File: src/rtl/tbus_arbiter_pkg.sv
// Shared TBUS types: request/response structs, transfer-size codes,
// owner encoding and the arbiter FSM state type.
package tbus_arbiter_pkg;

  localparam logic [1:0] MSIZE1 = 2'b00;
  localparam logic [1:0] MSIZE2 = 2'b01;
  localparam logic [1:0] MSIZE4 = 2'b10;

  typedef struct packed {
    logic        valid;
    logic        is_write;
    logic        is_uncached;
    logic [1:0]  size;
    logic [31:0] addr;
    logic [3:0]  strobe;
    logic [31:0] data;
  } tbus_req_t;

  typedef struct packed {
    logic        addr_ok;
    logic        data_ok;
    logic [31:0] data;
  } tbus_resp_t;

  localparam logic [1:0] OWNER_NONE = 2'b00;
  localparam logic [1:0] OWNER_I    = 2'b01;
  localparam logic [1:0] OWNER_D    = 2'b10;

  // State codes line up with the owner encoding so owned states read the same on both.
  typedef enum logic [1:0] {
    ST_IDLE  = 2'b00,
    ST_OWN_I = 2'b01,
    ST_OWN_D = 2'b10
  } tbus_state_e;

endpackage

File: src/rtl/tbus_arbiter.sv
// Two-master TBUS arbiter: I-cache and D-cache share one memory-side bus,
// round-robin between them, ownership held from grant until data_ok.
import tbus_arbiter_pkg::*;

module tbus_arbiter #(
  parameter logic RR_INIT_D = 1'b1
) (
  input  logic        clk,
  input  logic        reset,
  input  tbus_req_t   itreq,
  output tbus_resp_t  itresp,
  input  tbus_req_t   dtreq,
  output tbus_resp_t  dtresp,
  output tbus_req_t   mreq,
  input  tbus_resp_t  mresp,
  output logic [1:0]  owner,
  output tbus_state_e state
);

  // Handshake: a requester raises valid and holds its request stable; the
  // transaction completes on the single cycle where mresp.data_ok is high
  // while that requester is selected. There is no separate ready signal.

  tbus_state_e state_q;
  tbus_state_e state_d;
  logic        rr_q;
  logic        sel_i;
  logic        sel_d;
  logic        done;

  // In IDLE the winner is chosen combinationally so the grant costs no cycle.
  always_comb begin
    sel_i = 1'b0;
    sel_d = 1'b0;
    if (!reset) begin
      case (state_q)
        ST_OWN_I: sel_i = 1'b1;
        ST_OWN_D: sel_d = 1'b1;
        default: begin
          sel_d = dtreq.valid && (!itreq.valid || rr_q);
          sel_i = itreq.valid && !sel_d;
        end
      endcase
    end
  end

  assign done = (sel_i || sel_d) && mresp.data_ok;

  always_comb begin
    state_d = state_q;
    if (done) begin
      state_d = ST_IDLE;
    end else if (sel_i) begin
      state_d = ST_OWN_I;
    end else if (sel_d) begin
      state_d = ST_OWN_D;
    end
  end

  // After a completion the pointer favours the side that did not just finish.
  always_ff @(posedge clk) begin
    if (reset) begin
      state_q <= ST_IDLE;
      rr_q    <= RR_INIT_D;
    end else begin
      state_q <= state_d;
      if (done) begin
        rr_q <= sel_i;
      end
    end
  end

  always_comb begin
    mreq = '0;
    if (sel_i) begin
      mreq = itreq;
    end else if (sel_d) begin
      mreq = dtreq;
    end
    itresp         = mresp;
    itresp.data_ok = mresp.data_ok && sel_i;
    itresp.addr_ok = mresp.addr_ok && sel_i;
    dtresp         = mresp;
    dtresp.data_ok = mresp.data_ok && sel_d;
    dtresp.addr_ok = mresp.addr_ok && sel_d;
  end

  assign owner = {sel_d, sel_i};
  assign state = reset ? ST_IDLE : state_q;

endmodule

File: config.mk
export PLATFORM = sky130hd
export DESIGN_NAME = tbus_arbiter
export DESIGN_NICKNAME = d
export VERILOG_FILES = /design/src/rtl/tbus_arbiter_pkg.sv /design/src/rtl/tbus_arbiter.sv
export SDC_FILE = /design/constraint.sdc
export NUM_CORES = 1
export LEC_CHECK = 0
export ABC_AREA = 1
export CORE_AREA = 2 2 125 127
export DETAILED_ROUTE_END_ITERATION = 8
export DIE_AREA = 0 0 127 129
export PLACE_DENSITY = 0.54
export SYNTH_ARGS = -nofsm -noshare
export SYNTH_HDL_FRONTEND = slang
export SYNTH_SLANG_ARGS = --single-unit
File: constraint.sdc
create_clock -name clk -period 1.8 [get_ports clk]
set_input_delay 0.18 -clock clk [delete_from_list [all_inputs] [get_ports clk]]
set_output_delay 0.18 -clock clk [all_outputs]
set_load 0.02 [all_outputs]
# ---- After elaboration in Yosys (flattened, before gate mapping)
# Cells that the tools add are included.
dict set report totals {
  inputBits 182
  output_inout_bits 145
  register_bits 3
  word_cells 28
}
dict set report op_classes {
  reduce_logical 14
  n_eq_ne 2
  mux 9
}
# op count
set op_table {}
lappend op_table {{$mux 73} 2}
lappend op_table {{$logic_and 1x1->1} 7}
lappend op_table {{$mux 1} 4}
lappend op_table {{$pmux 1 s2} 2}
lappend op_table {{$reduce_or 3->1} 1}
lappend op_table {{$eq 2x1->1 const B} 1}
lappend op_table {{$eq 2x2->1 const B} 1}
lappend op_table {{$logic_not 1->1} 2}
lappend op_table {{$logic_or 1x1->1} 2}
lappend op_table {{$mux 2} 1}
lappend op_table {{$reduce_bool 2->1} 1}
lappend op_table {{$reduce_or 2->1} 1}

# ---- Longest topological paths before layout
# Gate-level depths: netlist of the first run.
dict set report depth {
  depth_word 10
  ltp_mapped 10
  ltp_nobuf 9
}

# ---- Worst setup path after synthesis of the first run
# OpenSTA, ideal clock, no wires.
dict set report synth_path {
  path_kind {register to output}
  start {register state_q[0]}
  end {output port mreq[43] (netlist bit)}
  n_path_buf 2
  slack_ns 0.052
  arrival_time_ns 1.568
  t_required_ns 1.620
  path_stages_with_launch 9
  path_cell_list {dfxtp_1 -> inv_1 -> ha_1 -> or2_1 -> nand3_4 -> buf_6 -> buf_6 -> nand3_1 -> nand2_1}
}
# item line
set synth_rtl {}
lappend synth_rtl {{from (decl)} tbus_arbiter.sv:24} ;# tbus_state_e state_q;
lappend synth_rtl {{from (signal assigned)} tbus_arbiter.sv:66} ;# state_q <= state_d;
lappend synth_rtl {{to (decl)} tbus_arbiter.sv:14} ;# output tbus_req_t mreq,

==> flow_metrics.env, run 1 <==
export IMPL_outcome="finished, violations left"
export IMPL_violations="negative setup slack"
export IMPL_area_growth_pct=149.1
export IMPL_layout_cells_non_filler=716
export IMPL_start_kind="register"
export IMPL_worstMarginPinSlew_ns=0.2399
export IMPL_cts_tree="done"
export IMPL_place_inst=692
export IMPL_fmax_mhz=493.0
export IMPL_slew_viol_final=0
export IMPL_clockRootBuffer="clkbuf_16"
export IMPL_n_antenna_cell=0
export IMPL_setup_slack_ns=-0.2285
export IMPL_syn_inst=346
export IMPL_first_iter_violations=99
export IMPL_portBuffers=230
export IMPL_synth_net_count=530
export IMPL_cts_buffers=3
export IMPL_final_layout_size_suffix_gt1_share_pct=31.82
export IMPL_htreeDepth=1
export IMPL_finalNetCount=713
export IMPL_wl_um=10230
export IMPL_dpl_hpwl_um=6945
export IMPL_worstHoldStart="mresp[31]"
export IMPL_vias=2904
export IMPL_grt_use_total_pct=10.07
export IMPL_yosysTopAreaCellShare_pct=30.72
export IMPL_grt_pass1_vias=2663
export IMPL_maxCapViolCount=0
export IMPL_critPathKind="register to primary output"
export IMPL_powerDensity_nw_per_um2=763.5
export IMPL_fin_crit_ns=2.029
export IMPL_finalPower_w=0.003487
export IMPL_relSlewSlack_pct=83.95
export IMPL_core_um2=14980
export IMPL_hp_class="input pin to primary output"
export IMPL_firstDrtPassIters=4
export IMPL_die_area_um2=16380
export IMPL_clk_pin_slew_ns=0.03
export IMPL_ys_types=16
export IMPL_synth_area_per_cell_um2=5.298
export IMPL_p_leak_nw=2.137
export IMPL_final_cell_mix="clkdlybuf4s50_1, nand2_1, buf_6"
export IMPL_die_x_um=127
export IMPL_clk_path_buf_depth=2
export IMPL_vdd_drop_max_mv=0.3084
export IMPL_stdcell_area_um2=4567
export IMPL_r2r_start="state_q[0]$_SDFFE_PP0P_"
export IMPL_start_util_pct=12.24
export IMPL_clkSinkCount=3
export IMPL_vias_per_cell=4.056
export IMPL_synth_area_leaders="nand2_1, buf_4, nand3_1"
export IMPL_cp_required_ns=1.62
export IMPL_rows=45
export IMPL_final_core_util_pct=30.49
export IMPL_fin_skew_ns=0.0009941
export IMPL_startpoint="state_q[0]$_SDFFE_PP0P_"
export IMPL_place_congestion=0.8790
export IMPL_post_drt_wl_per_cell_um=14.29
export IMPL_worstSetupEndpointType="primary output"
export IMPL_overflow=0
export IMPL_syn_area_um2=1833
export IMPL_die_y_um=129
export IMPL_yosys_area_top_type="nand2_1"
export IMPL_min_period_over_period_pct=112.7
export IMPL_dpl_cell_area_um2=3895
export IMPL_grt_pass1_wl_um=13220
export IMPL_setup_viol=78
export IMPL_ys_seq_elements=3
export IMPL_postCtsHoldBufs=0
export IMPL_clock_latency_ns=0.23
export IMPL_arrival_ns=1.85
export IMPL_rsz0062_at_grt="yes"
export IMPL_io_pins=327
export IMPL_antenna_found_initial=0
export IMPL_mostFrequentLayoutCell="clkdlybuf4s50_1"
export IMPL_ys_seq_area_share_pct=3.276
export IMPL_cp_max_fo=16
export IMPL_grt_max_degree=45
export IMPL_final_antenna_net_count=0
export IMPL_hold_viol=0
export IMPL_drcViolationCount=0
export IMPL_yosys_warnings=0
## registers in the layout, summed over array words and instances, names as in the netlist
name     cells
state_q      2
rr_q         1
## cells in the mapped netlist (all sizes together)
cell and n:
or2 1, ha 2, nor2 8, inv 10, a21o 1, dfxtp 3, o21ai 3, nand4 1
buf 89, nand3 77, nand2 151
## final timing paths
check / endpoint / slack [ns] / depth (start not counted)
setup / recovery: mreq[34] / -0.23 / 11
hold / removal: dtresp[31] / 0.36 / 0
setup reg to reg: state_q[1]$_SDFFE_PP0N_ / 0.14 / 11
hold reg to reg: state_q[1]$_SDFFE_PP0N_ / 0.59 / 2
## power by group
group	internal (W)	switching [W]
Combinational	0.00155	0.00149
Sequential	0.0000782	0.00000981
Clock	0.000293	0.0000639
Total	0.00192	0.00156
## through the flow
step	worst slack [ns]	hold slack, ns	TNS [ns]
finish	-0.2285	0.3600	-13.57
global route	-0.2997	0.3600	-20.57
CTS	-0.2392	0.3602	-14.78
detailed placement	-0.5753	0.3602	-39.40
global placement	-0.5629	0.3602	-37.55
floorplan	0.05152	0.3568	0
## cells by family after synthesis
group,share of synthesized area (%)
and+or+nand+nor,55.09
buffers and inverters,39.04
AOI/OAI and AO/OA,1.229
DFF,3.277
adders and majority gates,1.365
## worst max-delay path, cell delays in order, from the launching register on
cell     delay, ns
dfxtp_2       0.32
inv_2         0.05
ha_4          0.28
nor2_2        0.04
nor2_2        0.13
nand2_2       0.10
inv_4         0.10
buf_4         0.12
buf_12        0.14
nand3_2       0.11
nand2_1       0.09
buf_4         0.13
## final cells by class
class,instances,area (um2)
Fill cell,1585,10410
Timing Repair Buffer,267,2899
Multi-Input combinational cell,244,1249
Tap cell,188,235.2
Clock buffer,4,78.83
Sequential cell,3,62.56
Inverter,10,42.54
## per-layer routing
layer	routed length (um)	GRT usage, %	vias up
li1	-	-	1394
met1	3534	10.55	1274
met2	5267	18.82	214
met3	1159	3.368	22
met4	269	3.555	0
met5	0	0	-
## what timing repair did
| action | in CTS | in global routing |
|---|---|---|
| resized for setup | 501 | 26 |
| endpoints found under the hold margin | 0 | 0 |
| setup endpoints to repair | 79 | 81 |
| buffers inserted | 11 | 1 |
| gates cloned | 4 | 4 |
| pin swaps | 16 | 8 |
Power figures use the tool's default switching activity.
==> inputs of run 2 (changes only) <==
--- a/config.mk
+++ b/config.mk
@@ -6,6 +6,7 @@
 export NUM_CORES = 1
 export LEC_CHECK = 0
 export ABC_AREA = 1
+export ABC_CLOCK_PERIOD_IN_PS = 1800
 export CORE_AREA = 2 2 125 127
 export DETAILED_ROUTE_END_ITERATION = 8
 export DIE_AREA = 0 0 127 129
==> results of run 2 <==
The final DEF is identical to that of run 1; final timing and power are the same.
==> inputs of run 3 (changes only) <==
--- a/config.mk
+++ b/config.mk
@@ -11,6 +11,8 @@
 export DETAILED_ROUTE_END_ITERATION = 8
 export DIE_AREA = 0 0 127 129
 export PLACE_DENSITY = 0.54
+export REMOVE_ABC_BUFFERS = 1
+export SETUP_SLACK_MARGIN = 0.5
 export SYNTH_ARGS = -nofsm -noshare
 export SYNTH_HDL_FRONTEND = slang
 export SYNTH_SLANG_ARGS = --single-unit
==> run 3 against run 2 <==
Compared with the run above:
- the flow still finishes with violations (negative setup slack)
- wire length is 65% higher
- utilization rose by 11 points
- count of clock-buffer cells in the layout unchanged
- sequential power up 2.7%
- non-clock buffer count rose by 63
- die area stayed put
- hold slack barely moved
- clock power about the same
- final cell count grew 8.9%
- flip-flop and latch count unchanged
- global-route usage rose by 7.1 points
==> flow_metrics.env, run 3 (synthesis results as in run 1) <==
export IMPL_outcome="finished, violations left"
export IMPL_violations="negative setup slack"
export IMPL_htreeDepth=1
export IMPL_relSlewSlack_pct=86.82
export IMPL_fmax_mhz=468.5
export IMPL_p_leak_nw=2.803
export IMPL_grt_max_degree=21
export IMPL_final_antenna_net_count=0
export IMPL_post_drt_wl_per_cell_um=21.66
export IMPL_cpMaxStageDelayCell="dfxtp_2"
export IMPL_die_x_um=127
export IMPL_wl_met1_um=6530
export IMPL_dpl_hpwl_um=9259
export IMPL_grt_pass1_wl_um=20550
export IMPL_clockRootBuffer="clkbuf_16"
export IMPL_reg2regPathDepth=14
export IMPL_io_pins=327
export IMPL_setup_slack_ns=-0.3343
export IMPL_pre_cts_ws_ns=-0.5793
export IMPL_nFillCells=1447
export IMPL_first_iter_violations=125
export IMPL_firstDrtPassIters=4
export IMPL_arrival_ns=1.95
export IMPL_fin_crit_ns=2.134
export IMPL_clock_latency_ns=0.22
export IMPL_setup_viol=80
export IMPL_rows=45
export IMPL_maxCapViolCount=0
export IMPL_start_kind="register"
export IMPL_clkSinkCount=3
export IMPL_largest_register="state_q"
export IMPL_cts_tree="done"
export IMPL_top_regs="state_q (2), rr_q (1)"
export IMPL_cp_depth=12
export IMPL_wl_met3_um=2254
export IMPL_overflow=0
export IMPL_antenna_found_initial=0
export IMPL_final_layout_size_suffix_gt1_share_pct=56.59
export IMPL_wl_um=16890
export IMPL_path_delay_family="buffers and inverters"
export IMPL_largest_reg_flops=2
export IMPL_place_congestion=0.8017
export IMPL_crit_top_cell="buf_12"
export IMPL_critPathKind="register to primary output"
export IMPL_vdd_drop_max_mv=0.3459
export IMPL_cp_max_fo=5
export IMPL_slew_viol_final=0
export IMPL_clk_path_buf_depth=2
export IMPL_rsz0062_at_grt="yes"
export IMPL_cp_required_ns=1.62
export IMPL_powerDensity_nw_per_um2=814.4
export IMPL_cp_num_buf_inv=7
export IMPL_worstSetupEndpointType="primary output"
export IMPL_area_growth_pct=238.8
export IMPL_postCtsHoldBufs=0
export IMPL_n_antenna_cell=0
export IMPL_worstMarginPinSlew_ns=0.1975
export IMPL_hold_viol=0
export IMPL_mostFrequentLayoutCell="clkdlybuf4s50_1"
export IMPL_hold_depth=0
export IMPL_final_cell_mix="clkdlybuf4s50_1, buf_6, nand2_1"
export IMPL_fin_skew_ns=0.0009628
export IMPL_die_area_um2=16380
export IMPL_core_um2=14980
export IMPL_drcViolationCount=0
export IMPL_highest_layer="met5"
export IMPL_min_period_over_period_pct=118.6
export IMPL_clk_pin_slew_ns=0.03
export IMPL_path_cells="inv_2 > ha_4 > buf_6 > nand2_4 > nand3_4 > buf_12 > buf_12 > buf_12 > buf_16 > nand3_1 > nand2_1 > buf_6"
export IMPL_portBuffers=230
export IMPL_start_util_pct=12.24
export IMPL_die_y_um=129
export IMPL_vias_per_cell=4.322
export IMPL_finalNetCount=777
export IMPL_vias=3371
export IMPL_cts_buffers=3
export IMPL_grt_use_total_pct=17.17
export IMPL_grt_pass1_vias=3222
export IMPL_hp_class="input pin to primary output"
export IMPL_final_core_util_pct=41.46
export IMPL_max_stage_delay_ns=0.32
export IMPL_wl_met2_um=7719
-- run 3: report_power, final --
group / switching [W] / total [W] / internal (W)
logic: 0.00206 / 0.00461 / 0.00255
registers: 0.0000122 / 0.0000904 / 0.0000782
clock network: 0.0000635 / 0.000356 / 0.000293
total: 0.00213 / 0.00506 / 0.00292
-- run 3: worst register-to-register path: cells and delay by family (launching register included) --
family / cells / cell delay [ns]
buffers and inverters: 9 / 0.95
flip-flops: 1 / 0.32
AND/OR/NAND/NOR: 4 / 0.32
adder cells (fa/ha/maj): 1 / 0.23
-- run 3: final timing paths --
kind                           start  slack [ns]                      end
max          state_q[0]$_SDFFE_PP0P_       -0.33                  mreq[0]
min                        mresp[13]        0.36               itresp[13]
max reg2reg  state_q[0]$_SDFFE_PP0P_       -0.10  state_q[0]$_SDFFE_PP0P_
min reg2reg  state_q[1]$_SDFFE_PP0N_        0.55  state_q[1]$_SDFFE_PP0N_
-- run 3: what timing repair did --
item / in CTS / in global routing
setup buffers: 46 / 11
endpoints found under the setup margin: 84 / 83
cloned: 18 / 9
gates resized for setup: 558 / 168
pin swaps: 20 / 51
-- run 3: metrics by stage --
stage	area [um2]	total power (W)	TNS (ns)	hold WS [ns]	std cells
after floorplan	1155	0.001132	-64.00	0.3568	257
after global placement	3895	0.002506	-38.75	0.3602	692
after detailed placement	3895	0.002514	-40.31	0.3602	692
after CTS	5254	0.004282	-19.32	0.3602	760
after global routing	6210	0.005286	-25.65	0.3601	780
final	6210	0.005057	-20.70	0.3601	780
-- run 3: layout make-up --
type / count / area (um2) / area share (%)
clock buffers: 4 / 78.83 / 1.269
inverters: 10 / 68.82 / 1.108
multi-input cells: 244 / 1718 / 27.66
flip-flops and latches: 3 / 62.56 / 1.007
well taps: 188 / 235.2 / 3.788
repair buffers: 330 / 4035 / 64.98
repair inverters: 1 / 11.26 / 0.1813
-- run 3: routing by layer --
| layer | up-vias | global-route usage (%) |
|---|---|---|
| met2 | 244 | 26.60 |
| met5 | - | 3.824 |
| met1 | 1560 | 19.76 |
| met4 | 2 | 3.038 |
| li1 | 1537 | - |
| met3 | 28 | 11.43 |
